`config.mk`:
```
export PLATFORM = sky130hd
export DESIGN_NAME = stand_cell_array
export DESIGN_NICKNAME = d
export VERILOG_FILES = /design/src/rtl/stand_cell_array.sv
export SDC_FILE = /design/constraint.sdc
export NUM_CORES = 1
export LEC_CHECK = 0
export CORE_MARGIN = 1
export CORE_UTILIZATION = 45
export CTS_CLUSTER_SIZE = 20
export DETAILED_ROUTE_END_ITERATION = 16
export GPL_TIMING_DRIVEN = 1
export PLACE_DENSITY = 0.68
export SLEW_MARGIN = 10
export SYNTH_ARGS = -nofsm -noshare
export SYNTH_HDL_FRONTEND = slang
export SYNTH_SLANG_ARGS = --single-unit
export TNS_END_PERCENT = 50
```
`constraint.sdc`:
```
create_clock -name U -period 1.1 [get_ports U]
set_input_delay 0.22 -clock U [delete_from_list [all_inputs] [get_ports U]]
set_output_delay 0.22 -clock U [all_outputs]
set_load 0.05 [all_outputs]
```
`src/rtl/stand_cell_array.sv`:
```
// stand_cell_array: multi-channel clocked model of a discrete logic cell with
// separate high-to-low and low-to-high propagation delays, counted in cycles
// of the sampling clock U. Each channel drives its output towards the target
// T = D ^ INVERT after the delay selected by the direction of the change.
// MODE selects between the legacy two-counter response, which passes short
// pulses through as full-width excursions, and the inertial response, which
// swallows pulses shorter than the delay and records them in GLITCH.

module stand_cell_array #(
    parameter int unsigned      WIDTH  = 8,
    parameter int unsigned      TPHL   = 7,
    parameter int unsigned      TPLH   = 31,
    parameter bit               INVERT = 1'b1,
    parameter bit               MODE   = 1'b1,
    parameter logic [WIDTH-1:0] INIT   = '1
) (
    input  logic             U,
    input  logic             RESET,
    input  logic [WIDTH-1:0] D,
    input  logic             CLRGLITCH,
    output logic [WIDTH-1:0] Q,
    output logic [WIDTH-1:0] BUSY,
    output logic [WIDTH-1:0] GLITCH
);

    // Counters only ever need to reach the larger of the two delays.
    localparam int unsigned MAXD = (TPHL > TPLH) ? TPHL : TPLH;
    localparam int unsigned CW   = ($clog2(MAXD + 1) > 1) ? $clog2(MAXD + 1) : 1;

    localparam logic [CW-1:0] TPHL_C = CW'(TPHL);
    localparam logic [CW-1:0] TPLH_C = CW'(TPLH);

    for (genvar i = 0; i < WIDTH; i++) begin : g_ch

        logic t;
        logic q_q, q_d;
        logic glitch_q, glitch_d;

        assign t = D[i] ^ INVERT;

        if (MODE) begin : g_inertial

            logic [CW-1:0] cnt_q, cnt_d;
            logic [CW-1:0] dly;

            assign dly = t ? TPLH_C : TPHL_C;

            // Inertial next state: count while the target differs, commit on
            // saturation, and drop a partial count as a rejected glitch.
            always_comb begin
                q_d      = q_q;
                cnt_d    = cnt_q;
                glitch_d = glitch_q & ~CLRGLITCH;
                if (t == q_q) begin
                    if (cnt_q != '0) begin
                        cnt_d    = '0;
                        glitch_d = 1'b1;
                    end
                end else if (cnt_q != dly) begin
                    cnt_d = cnt_q + 1'b1;
                end else begin
                    q_d   = t;
                    cnt_d = '0;
                end
            end

            // Channel state register with synchronous reset.
            always_ff @(posedge U) begin
                if (RESET) begin
                    q_q      <= INIT[i];
                    cnt_q    <= '0;
                    glitch_q <= 1'b0;
                end else begin
                    q_q      <= q_d;
                    cnt_q    <= cnt_d;
                    glitch_q <= glitch_d;
                end
            end

            assign BUSY[i] = (cnt_q != '0);

        end else begin : g_legacy

            logic [CW-1:0] hc_q, hc_d;
            logic [CW-1:0] lc_q, lc_d;

            // Legacy next state: the active side counter runs up to its delay
            // while Q is forced to the opposite level; the idle side is cleared.
            always_comb begin
                q_d      = q_q;
                hc_d     = hc_q;
                lc_d     = lc_q;
                glitch_d = glitch_q & ~CLRGLITCH;
                if (!t) begin
                    lc_d = '0;
                    if (hc_q != TPHL_C) begin
                        q_d  = 1'b1;
                        hc_d = hc_q + 1'b1;
                    end else begin
                        q_d = 1'b0;
                    end
                end else begin
                    hc_d = '0;
                    if (lc_q != TPLH_C) begin
                        q_d  = 1'b0;
                        lc_d = lc_q + 1'b1;
                    end else begin
                        q_d = 1'b1;
                    end
                end
            end

            // Channel state register with synchronous reset.
            always_ff @(posedge U) begin
                if (RESET) begin
                    q_q      <= INIT[i];
                    hc_q     <= '0;
                    lc_q     <= '0;
                    glitch_q <= 1'b0;
                end else begin
                    q_q      <= q_d;
                    hc_q     <= hc_d;
                    lc_q     <= lc_d;
                    glitch_q <= glitch_d;
                end
            end

            // Only one side is ever non-zero, so the active side is whichever
            // counter has left zero; it stays busy until it saturates.
            assign BUSY[i] = ((hc_q != '0) && (hc_q != TPHL_C)) ||
                             ((lc_q != '0) && (lc_q != TPLH_C));

        end

        assign Q[i]      = q_q;
        assign GLITCH[i] = glitch_q;

    end

endmodule

```
==> metrics, run 1 <==
Setup crit end=BUSY[7]; Mapped Nets=382; cell count of the worst reg-to-reg path=8; maximum vdd drop=0.7787 mV; slew margin rel.=75.07%; DRT Pass-1 Iters=4; synth unique cells=27; Routability Congestion=0.8172; core area=6869 um2; CP endpoint kind=output pin; area delta synth->final=60.39%; worst-path fanout max=3; critical path type=flip-flop to output pin; routed wire length=7696 um; Ports=35; Critical Path Source Type=flip-flop; Wirelength per Cell=13.62 um; initial detailed-routing violation count=88; row count=30; CTS Buf Count=5; CTS HTree Levels=2; outcome=complete, but fails checks; maxcap violations=0; Crit path required time=0.88 ns; die outline height=86.70 um; Top FF cell, synth=dfxtp_1; DRC=0; vias in the first global route=2810; Initial Util=46.99%; Power per Cell Area=1239 nW/um2; vias per cell=5.159; Tot GR Track Use=20.73%; non-filler cells, final=565; Final ANT Viol Nets=0; Yosys warnings=0; ANT cells=0; Die ar.=7516 um2; worst hold path type=input port to flip-flop; Mean Syn Cell Area=9.093 um2; Pwr Total=6.416 mW; CTS Root Cell=clkbuf_8; Post-synth EDFFs=0; sequential-to-total area share from yosys stat=34.73%; highest clock rate=638.5 MHz; Final period util=142.4%; synthesis-stage register bit count=56; fill count=482; clock-pin slew on the worst setup and hold paths=0.10 ns; final number of setup-violating endpoints=54; RSZ-0062 raised after global routing=yes; r2r setup slk=-0.29 ns; failing checks=setup timing; # placed instances=539; Leakage Power=2.106 nW; post-synth top area cell=dfxtp_1; FFs w/ async S/R, synth=0%; Mapped Cells=355; fraction of layout cells with a size suffix above 1=59.91%; top cell type's share of synthesized area=34.73%; routed vias=2915; CTS tree=built; worst slack at placement=-0.4558 ns; Bufs on Longest Clock Path=2; Final Hold Viols=0; Area contributors post-synth=dfxtp_1 35%, xor2_1 6.5%, ha_1 6.2%; Max Slew Vio Count=0; reg2reg end=g_ch[7].glitch_q; port bufs=34; fin worst setup slack=-0.4662 ns; design area=5177 um2; Setup TNS=-7.141 ns; CP arrival=1.35 ns; Tmin final=1.566 ns; hpwl dp=4939 um; pin count of the biggest net entering global routing=35; initial antenna violation count=0; CTS sink count=56; grt ovf=0; reg2reg start=g_ch[7].g_inertial.cnt_q[1]; final core occ=75.37%; cell area after synthesis=3228 um2; Least-Margin Pin Slew=0.3736 ns; clk_lat worst skew=0.31 ns; number of stages on the worst hold path=3; Worst Setup SP=g_ch[7].g_inertial.cnt_q[1]; final hold slack=0.4281 ns; Post-Place Cell Area=4439 um2; first-pass GRT wire length=12450 um; Fin Clk Skew=0.003245 ns; DIE WIDTH=86.70 um; Final nets=495
[kinds of logic after synthesis]
logic type | count (synthesis) | share of synthesized area [%]
and+or+nand+nor | 128 | 27.60
xor gates and xnor gates | 32 | 8.682
buffers and inverters | 67 | 11.12
DFF | 56 | 34.73
AOI/OAI and AO/OA | 56 | 11.67
adders and majority gates | 16 | 6.201
[synthesized netlist by cell type (16+ instances only)]
cell      number
xor2_1        24
nand4b_1      16
ha_1          16
dfxtp_1       56
buf_4         16
nor2_1        24
inv_1         39
nand3_1       24
a21oi_1       30
[worst min path at each step]
stage,startpoint,end,slack [ns]
global placement,g_ch[5].g_inertial.cnt_q[0],g_ch[5].g_inertial.cnt_q[0],0.54
detailed placement,g_ch[0].g_inertial.cnt_q[0],g_ch[0].g_inertial.cnt_q[0],0.55
floorplan,CLRGLITCH,g_ch[0].glitch_q,0.42
CTS,D[5],g_ch[5].q_q,0.42
global route,D[5],g_ch[5].q_q,0.46
finish,D[5],g_ch[5].q_q,0.43
[critical path: stages, from the launching register on]
cell and delay, ns:
dfxtp_2 0.34, inv_2 0.06, ha_4 0.11, nor4b_4 0.31, inv_4 0.07, buf_8 0.16
[placed cells by master, fill, tap and decap left out, types with 2 or more instances in the layout]
cell type         n
a21oi_1           7
clkbuf_8          6
o41ai_2           7
nor3_2            3
buf_8             7
nor2b_1           8
buf_12           19
nor4b_4           8
clkbuf_1          2
inv_2            16
dfxtp_1          19
xnor2_1           5
a21oi_2          23
or2_2             7
nand2_1           7
dfxtp_4           3
dfxtp_2          34
nand3b_1          8
nand3_2           9
inv_1            15
buf_6            24
nor2_1           23
inv_4             8
nand3_1          15
nand4b_1         16
nor3_1            5
buf_4            74
dlygate4sd2_1     8
or3b_1            7
xor2_1           21
xor2_2            3
or2_1             5
o21bai_1          8
or2_4             4
ha_4             16
a41oi_1           6
xnor2_2           3
a21oi_4           2
clkdlybuf4s50_1   2
[cell type report]
type	instances	area (um2)	share of cell area, %
tap	96	120.1	2.320
inverter	39	166.4	3.214
timing repair buffer	134	1401	27.07
sequential	56	1175	22.69
clock buffer	8	90.09	1.740
multi-input combinational	232	2225	42.97
[routing by layer]
metal	up-vias	wire length [um]	global-route usage, %	part of all wire, %
li1	1430	-	-	-
met1	1423	3321	24.84	43
met2	52	4086	38.89	53
met3	10	194	3.429	2.5
met4	0	94	4.091	1.2
met5	-	0	0	0
[flip-flops by register name, summed over array words and instances, names as in the netlist]
register / count
g_ch.g_inertial.cnt_q: 40
g_ch.glitch_q: 8
g_ch.q_q: 8
[what timing repair did]
item                                    in CTS  in global routing
cloned                                       0                  0
resized for setup                           99                 40
hold buffers                                 0                  0
pin swaps                                   37                 32
endpoints found under the setup margin      70                 72
hold endpoints to repair                     0                  0
buffers inserted                            18                 13
[power by group]
group | total [mW] | switching [mW] | internal (mW) | leakage (nW)
Sequential | 2.32 | 0.127 | 2.20 | 0.467
Clock | 1.18 | 0.660 | 0.516 | 0.0455
Combinational | 2.92 | 1.40 | 1.52 | 1.59
(Power assumes the default switching activity.)
==> run 2: changes to the inputs <==
--- a/config.mk
+++ b/config.mk
@@ -5,12 +5,13 @@
 export SDC_FILE = /design/constraint.sdc
 export NUM_CORES = 1
 export LEC_CHECK = 0
+export ABC_AREA = 1
 export CORE_MARGIN = 1
 export CORE_UTILIZATION = 45
 export CTS_CLUSTER_SIZE = 20
 export DETAILED_ROUTE_END_ITERATION = 16
 export GPL_TIMING_DRIVEN = 1
-export PLACE_DENSITY = 0.68
+export PLACE_DENSITY = 0.69
 export SLEW_MARGIN = 10
 export SYNTH_ARGS = -nofsm -noshare
 export SYNTH_HDL_FRONTEND = slang
==> metrics, run 2 <==
post-synth top area cell=dfxtp_1 (unchanged); critical path cell sequence=inv_2 > ha_4 > nand2_4 > nor2_4 > clkinvlp_4 > buf_12 (was inv_2 > ha_4 > nor4b_4 > inv_4 > buf_8); Final ANT Viol Nets=0 (unchanged); outcome=complete, but fails checks (unchanged); Mapped Cells=449 (was 355); fin worst setup slack=-0.4379 ns (was -0.4662 ns); Fin Clk Skew=0.01031 ns (was 0.003245 ns); max FFs per register=40 (unchanged); FFs w/ async S/R, synth=0% (unchanged); sequential-to-total area share from yosys stat=37.33% (was 34.73%); final number of setup-violating endpoints=37 (was 54); CTS Root Cell=clkbuf_8 (unchanged); Final period util=139.8% (was 142.4%); clk_lat worst skew=0.31 ns (about the same); CTS sink count=56 (unchanged); top cell type's share of synthesized area=37.33% (was 34.73%); Mapped Nets=476 (was 382); slew margin rel.=76.30% (was 75.07%); CP bufs+invs=3 (unchanged); Crit path required time=0.88 ns (about the same); fraction of layout cells with a size suffix above 1=56.52% (was 59.91%); CP endpoint kind=output pin (unchanged); Mean Syn Cell Area=6.688 um2 (was 9.093 um2); most common cell after layout, fill and taps aside=nand2_1 (was buf_4); mux contribution to synthesized area=0% (unchanged); clock-pin slew on the worst setup and hold paths=0.10 ns (about the same); most frequent cells after synthesis=125 x nand2_1, 79 x inv_1, 56 x dfxtp_1 (was 56 x dfxtp_1, 39 x inv_1, 30 x a21oi_1); row count=29 (was 30); Final nets=601 (was 495); hold-fix buffers at CTS=0 (unchanged); DIE WIDTH=83.69 um (was 86.70 um); r2r setup slk=-0.18 ns (was -0.29 ns); main combinational cell family by area after synthesis=simple AND/OR/NAND/NOR gates (unchanged); die outline height=83.69 um (was 86.70 um); RSZ-0062 raised after global routing=yes (unchanged); Tot GR Track Use=24.63% (was 20.73%); initial detailed-routing violation count=102 (was 88); biggest regs=g_ch.g_inertial.cnt_q x40, g_ch.glitch_q x8, g_ch.q_q x8 (unchanged); core area=6386 um2 (was 6869 um2); failing checks=setup timing (unchanged); DRC=0 (unchanged); Routability Congestion=0.8564 (was 0.8172); vias in the first global route=3193 (was 2810); Wirelength per Cell=14.68 um (was 13.62 um); Post-Place Cell Area=4131 um2 (was 4439 um2); Leakage Power=2.474 nW (was 2.106 nW); Max Slew Vio Count=0 (unchanged); CTS Buf Count=5 (unchanged); non-filler cells, final=652 (was 565); maximum vdd drop=0.6175 mV (was 0.7787 mV); Area contributors post-synth=dfxtp_1 37%, nand2_1 16%, inv_1 9.9% (was dfxtp_1 35%, xor2_1 6.5%, ha_1 6.2%); area delta synth->final=78.62% (was 60.39%); DRT Pass-1 Iters=4 (unchanged); Post-Synth Simple-Gate Area=30.12% (was 27.60%); Top FF cell, synth=dfxtp_1 (unchanged); ANT cells=0 (unchanged); Tmin final=1.538 ns (was 1.566 ns); CTS HTree Levels=2 (unchanged); routed vias=3310 (was 2915); Least-Margin Pin Slew=0.3552 ns (was 0.3736 ns); final core occ=83.99% (was 75.37%); maxcap violations=0 (unchanged); Post-Synth Adder-Cell Area=6.667% (was 6.202%); synthesis-stage register bit count=56 (unchanged); pin count of the biggest net entering global routing=24 (was 35); first-pass GRT wire length=14010 um (was 12450 um); routed wire length=9571 um (was 7696 um); slowest CP cell=dfxtp_2 (unchanged); CP arrival=1.32 ns (was 1.35 ns); slowest stage delay, CP=0.36 ns (was 0.34 ns); most flop-heavy register=g_ch.g_inertial.cnt_q (unchanged); critical path type=flip-flop to output pin (unchanged); Die ar.=7004 um2 (was 7516 um2); CTS tree=built (unchanged); Initial Util=47.02% (was 46.99%); Ports=35 (unchanged); worst hold path type=input port to flip-flop (unchanged); Yosys warnings=0 (unchanged); grt ovf=0 (unchanged); design area=5364 um2 (was 5177 um2); Synth Area in Compound Gates=7.750% (was 11.67%); # placed instances=607 (was 539); worst-path fanout max=3 (unchanged); hpwl dp=4849 um (was 4939 um); cell area after synthesis=3003 um2 (was 3228 um2); Setup TNS=-4.664 ns (was -7.141 ns); Power per Cell Area=910.5 nW/um2 (was 1239 nW/um2); Final Hold Viols=0 (unchanged); cell family with most CP delay=flip-flops (unchanged); Post-synth EDFFs=0 (unchanged); synth unique cells=17 (was 27); port bufs=34 (unchanged); highest clock rate=650.2 MHz (was 638.5 MHz); vias per cell=5.077 (was 5.159); Critical Path Source Type=flip-flop (unchanged); commonest cells after routing, fill and taps aside=97 x nand2_1, 77 x buf_4, 39 x inv_1, 36 x dfxtp_2, 29 x inv_2 (was 74 x buf_4, 34 x dfxtp_2, 24 x buf_6, 23 x nor2_1, 23 x a21oi_2); most common cell in the synthesized netlist=nand2_1 (was dfxtp_1); Bufs on Longest Clock Path=2 (unchanged); post-synthesis xor/xnor area fraction=3.417% (was 8.682%); initial antenna violation count=0 (unchanged)
## run 2: cell type report
class	instances	area, um2
inverter	79	326.6
tap	77	96.34
fill	353	1022
sequential	56	1181
timing repair buffer	139	1485
multi-input combinational	293	2185
clock buffer	8	90.09
## run 2: path summary, 6_finish.rpt
kind                                                  start                          end  depth (start not counted)
worst max-delay path            g_ch[7].g_inertial.cnt_q[0]                      BUSY[7]                          6
worst min-delay path                                   D[4]             g_ch[4].glitch_q                          4
worst max register to register  g_ch[3].g_inertial.cnt_q[0]  g_ch[3].g_inertial.cnt_q[0]                         10
worst min register to register             g_ch[7].glitch_q             g_ch[7].glitch_q                          2
## run 2: metrics by stage
| step | hold WS, ns | total power, mW | setup WS [ns] |
|---|---|---|---|
| final | 0.4246 | 4.884 | -0.4379 |
| after global routing | 0.4597 | 5.090 | -0.4916 |
| after CTS | 0.5020 | 4.688 | -0.4093 |
| after detailed placement | 0.4960 | 3.283 | -0.3060 |
| after global placement | 0.4913 | 3.269 | -0.2749 |
| after floorplan | 0.2971 | 2.783 | -0.1373 |
## run 2: cells by family after synthesis
| kind of cell | count (synthesis) |
|---|---|
| XOR/XNOR | 10 |
| adder cells (fa/ha/maj) | 16 |
| buffers and inverters | 100 |
| AO/OA/AOI/OAI | 46 |
| flip-flops | 56 |
| AND/OR/NAND/NOR | 221 |
## run 2: worst reg2reg max path, stage by stage, from the launching register on
cell     delay (ns)
dfxtp_4        0.37
inv_2          0.06
ha_4           0.13
nand2_4        0.05
nor2_4         0.13
buf_4          0.12
buf_4          0.10
nand2_1        0.04
nand2_1        0.06
nand2_1        0.07
nor2_1         0.10
## run 2: where the power goes
part	internal [mW]	switching [mW]
registers	2.10	0.0708
logic	0.734	0.791
clock network	0.516	0.674
## run 2: what timing repair did
item	in CTS	in global routing
gates resized for setup	142	124
cloned	0	0
setup endpoints to repair	53	72
pin swaps	33	43
buffers inserted	42	16
endpoints found under the hold margin	0	0
## run 2: routing by layer
metal	track usage (%)	vias to the layer above	wire [um]
met4	8.937	0	247
met2	46.78	73	5219
met3	3.363	22	273
met5	0	-	0
met1	27.70	1594	3831
li1	-	1621	-
==> run 3: changes to the inputs <==
--- a/config.mk
+++ b/config.mk
@@ -12,6 +12,7 @@
 export DETAILED_ROUTE_END_ITERATION = 16
 export GPL_TIMING_DRIVEN = 1
 export PLACE_DENSITY = 0.69
+export SKIP_CTS_REPAIR_TIMING = 1
 export SLEW_MARGIN = 10
 export SYNTH_ARGS = -nofsm -noshare
 export SYNTH_HDL_FRONTEND = slang
==> metrics, run 3 (synthesis results as in run 2) <==
RSZ-0062 raised after global routing=yes (unchanged); Wirelength per Cell=13.28 um (was 14.68 um); failing checks=setup timing (unchanged); final number of setup-violating endpoints=44 (was 37); routed wire length=8381 um (was 9571 um); CP endpoint kind=output pin (unchanged); Leakage Power=2.366 nW (was 2.474 nW); pin count of the biggest net entering global routing=24 (unchanged); CTS tree=built (unchanged); CTS Root Cell=clkbuf_8 (unchanged); Tmin final=1.547 ns (was 1.538 ns); maxcap violations=0 (unchanged); DRT met1 WL=3456 um (was 3831 um); worst slack at placement=-0.3060 ns (unchanged); row count=29 (unchanged); maximum vdd drop=0.5859 mV (was 0.6175 mV); fin worst setup slack=-0.4467 ns (was -0.4379 ns); Final ANT Viol Nets=0 (unchanged); Bufs on Longest Clock Path=2 (unchanged); Routability Congestion=0.8564 (unchanged); most flop-heavy register=g_ch.g_inertial.cnt_q (unchanged); clock-pin slew on the worst setup and hold paths=0.10 ns (about the same); first-pass GRT wire length=11010 um (was 14010 um); CTS sink count=56 (unchanged); CTS Buf Count=5 (unchanged); routed vias=3177 (was 3310); Initial Util=47.02% (unchanged); area delta synth->final=71.96% (was 78.62%); Ports=35 (unchanged); Crit path required time=0.88 ns (about the same); Max Slew Vio Count=0 (unchanged); slowest CP cell=dfxtp_4 (was dfxtp_2); DRT Pass-1 Iters=4 (unchanged); Die ar.=7004 um2 (unchanged); initial detailed-routing violation count=182 (was 102); Final Hold Viols=0 (unchanged); DRC=0 (unchanged); clk_lat worst skew=0.32 ns (was 0.31 ns); slowest stage delay, CP=0.37 ns (was 0.36 ns); biggest regs=g_ch.g_inertial.cnt_q x40, g_ch.glitch_q x8, g_ch.q_q x8 (unchanged); outcome=complete, but fails checks (unchanged); DIE WIDTH=83.69 um (unchanged); met2 WL=4370 um (was 5219 um); max FFs per register=40 (unchanged); Tot GR Track Use=18.97% (was 24.63%); initial antenna violation count=0 (unchanged); met3 wire len=375 um (was 273 um); CTS HTree Levels=2 (unchanged); worst-path fanout max=3 (unchanged); Least-Margin Pin Slew=0.3518 ns (was 0.3552 ns); Highest Signal Layer=met4 (unchanged); most common cell after layout, fill and taps aside=nand2_1 (unchanged); die outline height=83.69 um (unchanged); grt ovf=0 (unchanged); hpwl dp=4849 um (unchanged); vias per cell=5.035 (was 5.077); Power per Cell Area=924.4 nW/um2 (was 910.5 nW/um2); Fin Clk Skew=0.006054 ns (was 0.01031 ns); Final period util=140.6% (was 139.8%); core area=6386 um2 (unchanged); port bufs=34 (unchanged); # placed instances=607 (unchanged); highest clock rate=646.5 MHz (was 650.2 MHz); CP arrival=1.33 ns (was 1.32 ns); Critical Path Source Type=flip-flop (unchanged); worst hold path type=flip-flop to flip-flop (was input port to flip-flop); fraction of layout cells with a size suffix above 1=53.25% (was 56.52%); commonest cells after routing, fill and taps aside=90 x nand2_1, 63 x buf_4, 41 x inv_1, 26 x nor2_1, 26 x dfxtp_2 (was 97 x nand2_1, 77 x buf_4, 39 x inv_1, 36 x dfxtp_2, 29 x inv_2); critical path cell sequence=inv_2 > ha_4 > nand2_4 > nor2_4 > clkinvlp_4 > buf_12 (unchanged); Final nets=580 (was 601); critical path type=flip-flop to output pin (unchanged); ANT cells=0 (unchanged); vias in the first global route=2606 (was 3193); non-filler cells, final=631 (was 652); slew margin rel.=76.52% (was 76.30%)
-- run 3: changes by cell type in the layout (fill, tap and decap cells not counted), sizes merged --
cell | before | now
dlymetal6s2s | 1 | 0
buf | 129 | 108
clkdlybuf4s50 | 9 | 10
-- run 3: final timing paths --
check / startpoint / cells past startpoint / to / slack (ns)
worst max-delay path: g_ch[3].g_inertial.cnt_q[0] / 6 / BUSY[3] / -0.45
worst min-delay path: g_ch[6].glitch_q / 2 / g_ch[6].glitch_q / 0.49
worst max register to register: g_ch[6].g_inertial.cnt_q[1] / 6 / g_ch[6].g_inertial.cnt_q[4] / -0.16
worst min register to register: g_ch[6].glitch_q / 2 / g_ch[6].glitch_q / 0.49
-- run 3: routing by layer --
metal	vias to the layer above	global-route usage, %
li1	1579	-
met1	1488	24.13
met2	90	32.96
met3	20	3.363
met4	0	5.085
met5	-	0
-- run 3: report_power, final --
part / switching [mW] / leakage [nW] / total, mW / internal, mW
combinational: 0.732 / 1.85 / 1.40 / 0.669
clock: 0.677 / 0.0455 / 1.19 / 0.516
sequential: 0.0865 / 0.466 / 2.18 / 2.09
-- run 3: metrics by stage --
stage / total power, mW / setup TNS [ns] / hold slack, ns / utilization [%] / cell area (um2)
floorplan: 2.783 / -0.4503 / 0.2971 / - / 3077
global placement: 3.269 / -11.94 / 0.4913 / 64.69 / 4131
detailed placement: 3.283 / -13.54 / 0.4960 / 64.69 / 4131
CTS: 4.440 / -5.482 / 0.5110 / 66.11 / 4222
global route: 4.964 / -7.110 / 0.5143 / 80.86 / 5164
finish: 4.773 / -4.426 / 0.4899 / 80.86 / 5164
-- run 3: cell type report --
class	instances	area, um2
clock buffer	8	90.09
fill	383	1222
inverter	79	336.6
multi-input combinational	293	2151
sequential	56	1191
tap	77	96.34
timing repair buffer	118	1299
-- run 3: worst max-delay path: cells and delay by family, from the launching register on --
kind,cells,cell delay [ns]
flops,1,0.37
buf+inv,3,0.33
fa+ha+maj,1,0.12
simple gates,2,0.18
